[config.mk]
export PLATFORM = sky130hd
export DESIGN_NAME = mult_hilo_ctrl
export DESIGN_NICKNAME = d
export VERILOG_FILES = /design/src/rtl/mult_hilo_ctrl.sv
export SDC_FILE = /design/constraint.sdc
export NUM_CORES = 1
export LEC_CHECK = 0
export CAP_MARGIN = 20
export CORE_MARGIN = 2
export CORE_UTILIZATION = 67
export DETAILED_ROUTE_END_ITERATION = 7
export DONT_BUFFER_PORTS = 1
export PLACE_DENSITY = 0.81
export SLEW_MARGIN = 30
export SYNTH_ARGS = -nofsm -noshare
export SYNTH_HDL_FRONTEND = slang
export SYNTH_SLANG_ARGS = --single-unit
[constraint.sdc]
create_clock -name clk -period 5.4 [get_ports clk]
set_clock_uncertainty 0.1 [all_clocks]
set_input_delay 1.08 -clock clk [delete_from_list [all_inputs] [get_ports clk]]
set_output_delay 1.08 -clock clk [all_outputs]
set_load 0.03 [all_outputs]
[src/rtl/mult_hilo_ctrl.sv]
// mult_hilo_ctrl: EX-stage MULT sequencer driving a sequential Booth core and owning HI/LO
module mult_hilo_ctrl #(
    parameter int TIMEOUT = 32,
    parameter int CW      = 6
) (
    input  logic        clk,
    input  logic        rst_n,
    input  logic        ex_mult_valid,
    input  logic [15:0] ex_rs,
    input  logic [15:0] ex_rt,
    input  logic        ex_mfhi,
    input  logic        ex_mflo,
    input  logic        ex_flush,
    output logic        core_start,
    output logic [15:0] core_a,
    output logic [15:0] core_b,
    input  logic        core_ready,
    input  logic [31:0] core_result,
    output logic [15:0] hi,
    output logic [15:0] lo,
    output logic        busy,
    output logic        stall,
    output logic        err
);
    typedef enum logic [1:0] {IDLE, ARM, RUN, CLEAR} state_t;
    state_t state_q, state_d;
    logic [15:0] a_q, a_d, b_q, b_d, hi_q, hi_d, lo_q, lo_d;
    logic [CW-1:0] cnt_q, cnt_d;
    logic err_q, err_d;
    // State and datapath registers; reset returns everything to zero/IDLE at once
    always_ff @(posedge clk or negedge rst_n) begin
        if (!rst_n) begin
            state_q <= IDLE;
            a_q     <= '0;
            b_q     <= '0;
            hi_q    <= '0;
            lo_q    <= '0;
            cnt_q   <= '0;
            err_q   <= 1'b0;
        end else begin
            state_q <= state_d;
            a_q     <= a_d;
            b_q     <= b_d;
            hi_q    <= hi_d;
            lo_q    <= lo_d;
            cnt_q   <= cnt_d;
            err_q   <= err_d;
        end
    end
    // Next state: ARM holds start low so the core re-initialises; flush aborts before capture only
    always_comb begin
        state_d = state_q;
        a_d     = a_q;
        b_d     = b_q;
        hi_d    = hi_q;
        lo_d    = lo_q;
        cnt_d   = cnt_q;
        err_d   = err_q;
        unique case (state_q)
            IDLE: if (ex_mult_valid && !ex_flush) begin
                a_d     = ex_rs;
                b_d     = ex_rt;
                state_d = ARM;
            end
            ARM: begin
                cnt_d   = '0;
                state_d = ex_flush ? IDLE : RUN;
            end
            RUN: begin
                cnt_d = cnt_q + 1'b1;
                if (ex_flush) state_d = IDLE;
                else if (core_ready) begin
                    hi_d    = core_result[31:16];
                    lo_d    = core_result[15:0];
                    state_d = CLEAR;
                end else if (cnt_q == CW'(TIMEOUT - 1)) begin
                    err_d   = 1'b1;
                    state_d = CLEAR;
                end
            end
            CLEAR: state_d = IDLE;
        endcase
    end
    assign core_start = (state_q == RUN);
    assign core_a     = a_q;
    assign core_b     = b_q;
    assign hi         = hi_q;
    assign lo         = lo_q;
    assign err        = err_q;
    assign busy       = (state_q != IDLE);
    assign stall      = busy && (ex_mfhi || ex_mflo || ex_mult_valid);
endmodule

# --- After elaboration in Yosys (flattened, before gate mapping) ---
# Index checks and enable logic that the tools add are counted.
word_totals:
  out_inout_bits: 68
  register_bits: 73
  wordCells: 35
  inputBits: 71
op_classes:
  n_eq_ne: 6
  n_reduce_logical: 12
  muxes: 7
  n_bitwise: 2
  n_addsub: 1
op_table:
  columns: ["op", "count"]
  rows:
  - ["case mux 6 bit (2 select lines)", 1]
  - ["2-to-1 mux 2 bit", 5]
  - ["case mux 2 bit (4 select lines)", 1]
  - ["adder 6 x 1 -> 6 bit, second input constant", 1]
  - ["equality test 6 x 5 -> 1 bit, second input constant", 1]
  - ["equality test 2 bit, second input constant", 2]
  - ["inequality test 4 x 2 -> 1 bit, second input constant", 1]
  - ["AND reduction 2 bit", 2]
  - ["AND reduction 4 bit", 1]
  - ["nonzero test 2 bit", 2]
  - ["AND reduction 3 bit", 1]
  - ["equality test 2 x 1 -> 1 bit, second input constant", 1]
  - ["logical AND 1 bit", 2]
  - ["logical NOT 2 bit", 1]
  - ["logical OR 1 bit", 2]
  - ["inequality test 2 bit, second input constant", 1]
  - ["inverter 1 bit", 2]
  - ["logical NOT 1 bit", 1]

# --- Longest topological paths before layout ---
# Gate-level depths: netlist of the first run.
logic_depth:
  ltp_word: 5
  ltp_mapped: 7
  depth_no_buf: 5

# --- Worst setup path after synthesis of the first run ---
# OpenSTA, ideal clock, no wires.
synth_path:
  kind: "input to output"
  start: "in ex_mult_valid"
  end: "out stall"
  path_buffers: 0
  slack_ns: 2.706
  path_stages: 2
  required_time_ns: 4.220
  t_arrival_ns: 1.514
  path_cell_list: "nor3_1 nor2_1"
synth_via:
  elab_chain_cells: 2
synth_rtl:
  columns: ["item", "line", "text"]
  rows:
  - ["start: declaration", "8", "input logic ex_mult_valid,"]
  - ["logical OR 1 bit", "91", "assign stall = busy && (ex_mfhi || ex_mflo || ex_mult_valid);"]
  - ["logical AND 1 bit", "91", null]
  - ["end: declaration", "22", "output logic stall,"]
# No other way between the ends.

# --- Worst setup path in the final report of the first run ---
layout_path:
  start: "reg state_q[1]"
  end: "out stall"
layout_via:
  elab_chain_cells: 2
layout_rtl:
  columns: ["item", "line", "text"]
  rows:
  - ["start: declaration", "26", "state_t state_q, state_d;"]
  - ["start signal: assignment", "41", "state_q <= state_d;"]
  - ["nonzero test 2 bit", "90", "assign busy = (state_q != IDLE);"]
  - ["logical AND 1 bit", "91", null]
# No other way between the ends.

==> impl_metrics.json, run 1 <==
{
  "viasPerCell": 5.980,
  "num_io_pins": 139,
  "die_x_um": 71.45,
  "initial_core_util_pct": 70.00,
  "synth.distinct_cells": 28,
  "worstMarginPinSlew_ns": 0.6205,
  "htree_num_levels": 3,
  "fmax_mhz": 364.7,
  "p_leak_nw": 1.581,
  "start_kind": "flop",
  "diodes": 0,
  "setup_ws_ns": 2.658,
  "rows": 24,
  "cts_setup_buffers": 0,
  "slew_violations": 0,
  "cts_made_buffers": 9,
  "whs_ns": 0.3298,
  "dp_hpwl_mm": 3.942,
  "fin_setup_tns_ns": 0,
  "hold_class": "in -> async",
  "cts_sinks": 73,
  "clockBufferDepth": 2,
  "grt_overflow": 0,
  "ant_nets": 0,
  "routedWlPerCell_um": 21.50,
  "die_h_um": 71.45,
  "clk_pin_slew_ns": 0.08,
  "antenna_found_initial": 0,
  "synth_cells": 192,
  "first_pass_iters": 4,
  "cp_max_fo": 6,
  "powerDensity_nw_per_um2": 709.8,
  "postCtsHoldBufs": 0,
  "grt_pass1_vias": 1613,
  "dr_total_vias": 1513,
  "cts_tree": "built",
  "finalSetupViolations": 0,
  "rsz0062_at_grt": "false",
  "ys_warn_count": 0,
  "critPathKind": "reg -> out",
  "cp_cell_sequence": "inv_1, ha_1, nor2_1",
  "arrival_ns": 1.56,
  "synthesis.nets": 267,
  "p_total_mw": 2.315,
  "ir_worst_vdd_uv": 464.2,
  "dieArea_um2": 5104,
  "core-area_um2": 4354,
  "critical_path.max_stage_delay_ns": 0.47,
  "grt_usage_pct": 21.74,
  "drtIter0Drc": 81,
  "yosysSeqAreaShare_pct": 59.93,
  "avgSynthCellArea_um2": 15.87,
  "ys_ff_latch": 73,
  "crit_required_ns": 4.22,
  "routed_wl_mm": 5.440,
  "cts-resized-gates": 0,
  "io_buffers": 0,
  "drv_cap": 0,
  "period_share_pct": 50.78,
  "place_congestion": 0.7711,
  "grt_pass1_wl_mm": 8.259,
  "setup.worst_path.end_class": "primary output",
  "status": "completed",
  "synthesis.area_um2": 3048,
  "reg2reg_depth": 5,
  "clk-insertion-delay-late_ns": 0.34,
  "hold_viol": 0,
  "drive_gt1_share_pct": 40.80,
  "nets": 271,
  "max_slew_margin_pct": 58.63,
  "area_delta_synth_final_pct": 7.020,
  "drc": 0,
  "cts_root_buffer": "clkbuf_8",
  "pre_cts_slack_ns": 2.689,
  "grt_max_degree": 74,
  "critical_path.slowest_cell": "nor2_1",
  "fin_crit_ns": 2.742
}
[logic make-up after synthesis]
kind of cell    Yosys count  share of synthesized area, %
mux                      67                         28.33
simple gates             20                         3.366
compound gates           13                         2.709
xor+xnor                  1                        0.2874
flops                    73                         59.93
fa+ha+maj                 4                         1.642
buf+inv                  14                         3.736
[Yosys cell counts]
| master | instances | share of area (%) |
|---|---|---|
| dfrtp_1 | 73 | 60 |
| mux2_2 | 34 | 13 |
| mux2_4 | 30 | 15 |
| inv_1 | 5 | 0.62 |
| nor2_1 | 5 | 0.62 |
| buf_2 | 4 | 0.66 |
| ha_1 | 4 | 1.6 |
| o21ai_0 | 4 | 0.66 |
| a21oi_1 | 3 | 0.49 |
| buf_12 | 3 | 2.0 |
| mux2i_1 | 3 | 0.99 |
| nand2_1 | 3 | 0.37 |
| nand3_1 | 3 | 0.49 |
| nand2b_1 | 2 | 0.41 |
| o211ai_1 | 2 | 0.49 |
| or3_1 | 2 | 0.41 |
| a21o_1 | 1 | 0.25 |
| a22o_1 | 1 | 0.29 |
| a2bb2oi_1 | 1 | 0.29 |
| buf_6 | 1 | 0.37 |
| inv_2 | 1 | 0.12 |
| nand3b_1 | 1 | 0.25 |
| nand4_1 | 1 | 0.21 |
| nor3_1 | 1 | 0.16 |
| nor3b_1 | 1 | 0.25 |
| o21a_1 | 1 | 0.25 |
| or2_1 | 1 | 0.21 |
| xor2_1 | 1 | 0.29 |
[worst paths after layout]
| check | to | startpoint | slack, ns |
|---|---|---|---|
| worst max-delay path | stall | state_q[1] | 2.66 |
| worst min-delay path | core_a[4] | rst_n | 0.33 |
| worst max register to register | core_b[1] | state_q[1] | 3.29 |
| worst min register to register | cnt_q[0] | cnt_q[0] | 0.45 |
| max in group asynchronous | lo[9] | rst_n | 4.77 |
| min in group clk | cnt_q[0] | cnt_q[0] | 0.45 |
[layout by cell type (no fill, tap or decap), drive strengths merged, types with 2 or more instances in the layout]
cell type and n:
mux2i 3, ha 4, nand3 3, o211ai 2, clkbuf 12, o21ai 4
dfrtp 73, nand2 3, mux2 64, nor2 5, nand2b 2, or3 2
bufinv 2, a21oi 3, clkinvlp 2, inv 6
[through the flow]
stage | utilization [%] | cell area, um2 | std cells
2_1_floorplan | - | 3048 | 192
6_report | 74.91 | 3262 | 253
3_3_place_gp | 69.57 | 3029 | 237
5_1_grt | 74.91 | 3262 | 253
4_1_cts | 74.86 | 3259 | 253
3_5_place_dp | 69.57 | 3029 | 237
[layer usage]
layer	up-vias	part of all wire [%]	track usage, %	routed length (um)
li1	677	-	-	-
met1	754	39	26.18	2146
met2	73	49	34.67	2690
met3	9	9.4	8.158	513
met4	0	1.6	10.69	89
met5	-	0	0	0
[worst max-delay path, delay by kind of cell (launching register included)]
kind | cells | cell delay, ns
adders and majority gates | 1 | 0.27
buffers and inverters | 1 | 0.08
DFF | 1 | 0.41
and+or+nand+nor | 1 | 0.47
[final cells by class]
type / count / area, um2
clock inverter: 4 / 75.07
fill: 264 / 1092
tap: 52 / 65.06
clock buffer: 12 / 155.1
timing repair buffer: 1 / 7.507
inverter: 6 / 22.52
sequential: 73 / 1827
multi-input combinational: 105 / 1110
[registers in the layout, summed over array words and instances (netlist names)]
signal and flops:
err 1, core_b 16, cnt_q 6, lo 16, hi 16, core_a 16
state_q 2
[power breakdown]
group / total, mW / switching [mW] / internal, mW / leakage, nW
registers: 1.41 / 0.637 / 0.777 / 0.905
logic: 0.428 / 0.153 / 0.275 / 0.567
clock network: 0.473 / 0.188 / 0.285 / 0.109
No activity file was read; power rests on OpenSTA's default activity.
==> run 2, diff against run 1 <==
--- a/config.mk
+++ b/config.mk
@@ -7,10 +7,10 @@
 export LEC_CHECK = 0
 export CAP_MARGIN = 20
 export CORE_MARGIN = 2
-export CORE_UTILIZATION = 67
+export CORE_UTILIZATION = 62
 export DETAILED_ROUTE_END_ITERATION = 7
 export DONT_BUFFER_PORTS = 1
-export PLACE_DENSITY = 0.81
+export PLACE_DENSITY = 0.76
 export SLEW_MARGIN = 30
 export SYNTH_ARGS = -nofsm -noshare
 export SYNTH_HDL_FRONTEND = slang
==> constraint.sdc (replaced) <==
create_clock -name clk -period 2.87 [get_ports clk]
set_clock_uncertainty 0.1 [all_clocks]
set_input_delay 0.574 -clock clk [delete_from_list [all_inputs] [get_ports clk]]
set_output_delay 0.574 -clock clk [all_outputs]
set_load 0.03 [all_outputs]
==> run 2 against run 1 <==
Routed wire length increased by 1.3%. Critical path type unchanged. Register-to-register slack worse by 2.7 ns. Critical path depth stayed put. Cell area grew 0.54%. Total power increased by 84%. Global-route usage shrank 1.9 points. Largest power group unchanged. Clock power is 60% higher. Combinational power increased by 96%. Non-clock buffer count grew 3. Die area rose by 7.6%. Sequential power up 89%.
==> impl_metrics.json, run 2 (same netlist as run 1, synthesis figures left out) <==
{
  "clk_pin_slew_ns": 0.07,
  "worstMarginPinSlew_ns": 0.5508,
  "drtIter0Drc": 75,
  "power.share.clock_pct": 17.8,
  "htree_num_levels": 3,
  "io_buffers": 0,
  "cp_max_fo": 6,
  "die_x_um": 74.12,
  "fin_setup_tns_ns": 0,
  "cp-startpoint": "state_q[1]",
  "drive_gt1_share_pct": 40.69,
  "nets": 274,
  "grt_overflow": 0,
  "final_common_cell": "dfrtp_1",
  "hold_viol": 0,
  "dieArea_um2": 5493,
  "hold_class": "in -> async",
  "cts_sinks": 73,
  "viasPerCell": 5.686,
  "p_sw_share_pct": 43.32,
  "routed_wl_mm": 5.513,
  "p_int_mw": 2.409,
  "arrival_ns": 1.59,
  "cts_root_buffer": "clkbuf_8",
  "clockBufferDepth": 2,
  "grt_pass1_vias": 1555,
  "ant_nets": 0,
  "dr_total_vias": 1541,
  "powerDensity_nw_per_um2": 1296,
  "pwr-share-seq_pct": 62.5,
  "grt_usage_pct": 19.85,
  "max_slew_margin_pct": 63.28,
  "r2r_end": "core_a[7]",
  "antenna_found_initial": 0,
  "power_frac_comb_pct": 19.7,
  "crit_end": "stall",
  "setup.worst_path.end_class": "primary output",
  "rows": 25,
  "initial_core_util_pct": 64.53,
  "cts_made_buffers": 9,
  "finalInstanceArea_um2": 3279,
  "dpl-instance-area_um2": 3063,
  "routedWlPerCell_um": 20.34,
  "place_congestion": 0.7233,
  "num_io_pins": 139,
  "first_pass_iters": 4,
  "critPathKind": "reg -> out",
  "dp_hpwl_mm": 3.935,
  "cts_setup_buffers": 0,
  "fin_crit_ns": 2.267,
  "grt_max_degree": 74,
  "drv_cap": 0,
  "crit_required_ns": 2.20,
  "status": "completed",
  "diodes": 0,
  "ir_worst_vdd_uv": 727.1,
  "fmax_mhz": 441.1,
  "slew_violations": 0,
  "reg2reg_depth": 6,
  "start_kind": "flop",
  "area_delta_synth_final_pct": 7.595,
  "clk-insertion-delay-late_ns": 0.33,
  "period_share_pct": 79.00,
  "die_h_um": 74.12,
  "layout_common_cells": "dfrtp_1, mux2_2, mux2_4, clkbuf_8",
  "r2r_start": "state_q[1]",
  "p_leak_nw": 1.590,
  "core-area_um2": 4723,
  "rrSetupSlack_ns": 0.64,
  "cts_tree": "built",
  "p_sw_mw": 1.842,
  "drc": 0,
  "grt_pass1_wl_mm": 7.852,
  "rsz0062_at_grt": "false",
  "finalSetupViolations": 0
}
==> run 2: power by group through the flow <==
stage / Combinational (mW) / Clock, mW / Sequential, mW
6_report: 0.837 / 0.758 / 2.66
5_1_grt: 0.902 / 0.829 / 2.72
4_1_cts: 0.848 / 0.775 / 2.66
3_5_place_dp: 0.813 / 0 / 2.68
3_3_place_gp: 0.758 / 0 / 2.67
2_1_floorplan: 0.751 / 0 / 2.57
==> run 2: timing repair <==
action / 4_1_cts / 5_1_grt
endpoints found under the hold margin: 73 / 0
hold buffers: 1 / 0
gates resized for setup: 0 / 0
endpoints found under the setup margin: 0 / 0
==> run 2: how the worst min path moves through the flow <==
stage | start | endpoint | slack, ns | cells past startpoint
after floorplan | rst_n | cnt_q[0] | 0.18 | 0
after global placement | rst_n | core_b[3] | 0.18 | 0
after detailed placement | rst_n | core_b[3] | 0.18 | 0
after CTS | rst_n | core_a[11] | 0.03 | 1
after global routing | rst_n | core_b[12] | 0.03 | 1
final | rst_n | core_b[9] | 0.03 | 1
==> run 2: cell type report <==
| class | count | area [um2] |
|---|---|---|
| clock buffers | 13 | 148.9 |
| flip-flops and latches | 73 | 1827 |
| inverters | 6 | 22.52 |
| repair buffers | 4 | 50.05 |
| clock inverters | 3 | 40.04 |
| fillers | 344 | 1444 |
| well taps | 67 | 83.83 |
| multi-input cells | 105 | 1107 |
==> run 2: metrics by stage <==
step | hold WS, ns | total power, mW | setup WS, ns | utilization (%) | cells
after floorplan | 0.1784 | 3.320 | 0.9900 | - | 192
after global placement | 0.1798 | 3.427 | 0.8092 | 64.85 | 254
after detailed placement | 0.1800 | 3.494 | 0.6624 | 64.85 | 254
after CTS | 0.02930 | 4.287 | 0.5984 | 69.43 | 271
after global routing | 0.03480 | 4.446 | 0.5446 | 69.43 | 271
final | 0.02698 | 4.251 | 0.6028 | 69.43 | 271
==> run 2: critical path, stage by stage (launching register included) <==
cell	delay [ns]
dfrtp_1	0.41
inv_1	0.10
ha_1	0.29
nor2_1	0.48
==> run 2: per-layer routing <==
layer | track usage (%) | share of wire (%) | vias to the layer above
met5 | 0 | 0 | -
met4 | 9.293 | 1.1 | 0
met3 | 8.130 | 9.3 | 6
met2 | 30.65 | 51 | 77
met1 | 24.54 | 39 | 773
li1 | - | - | 685
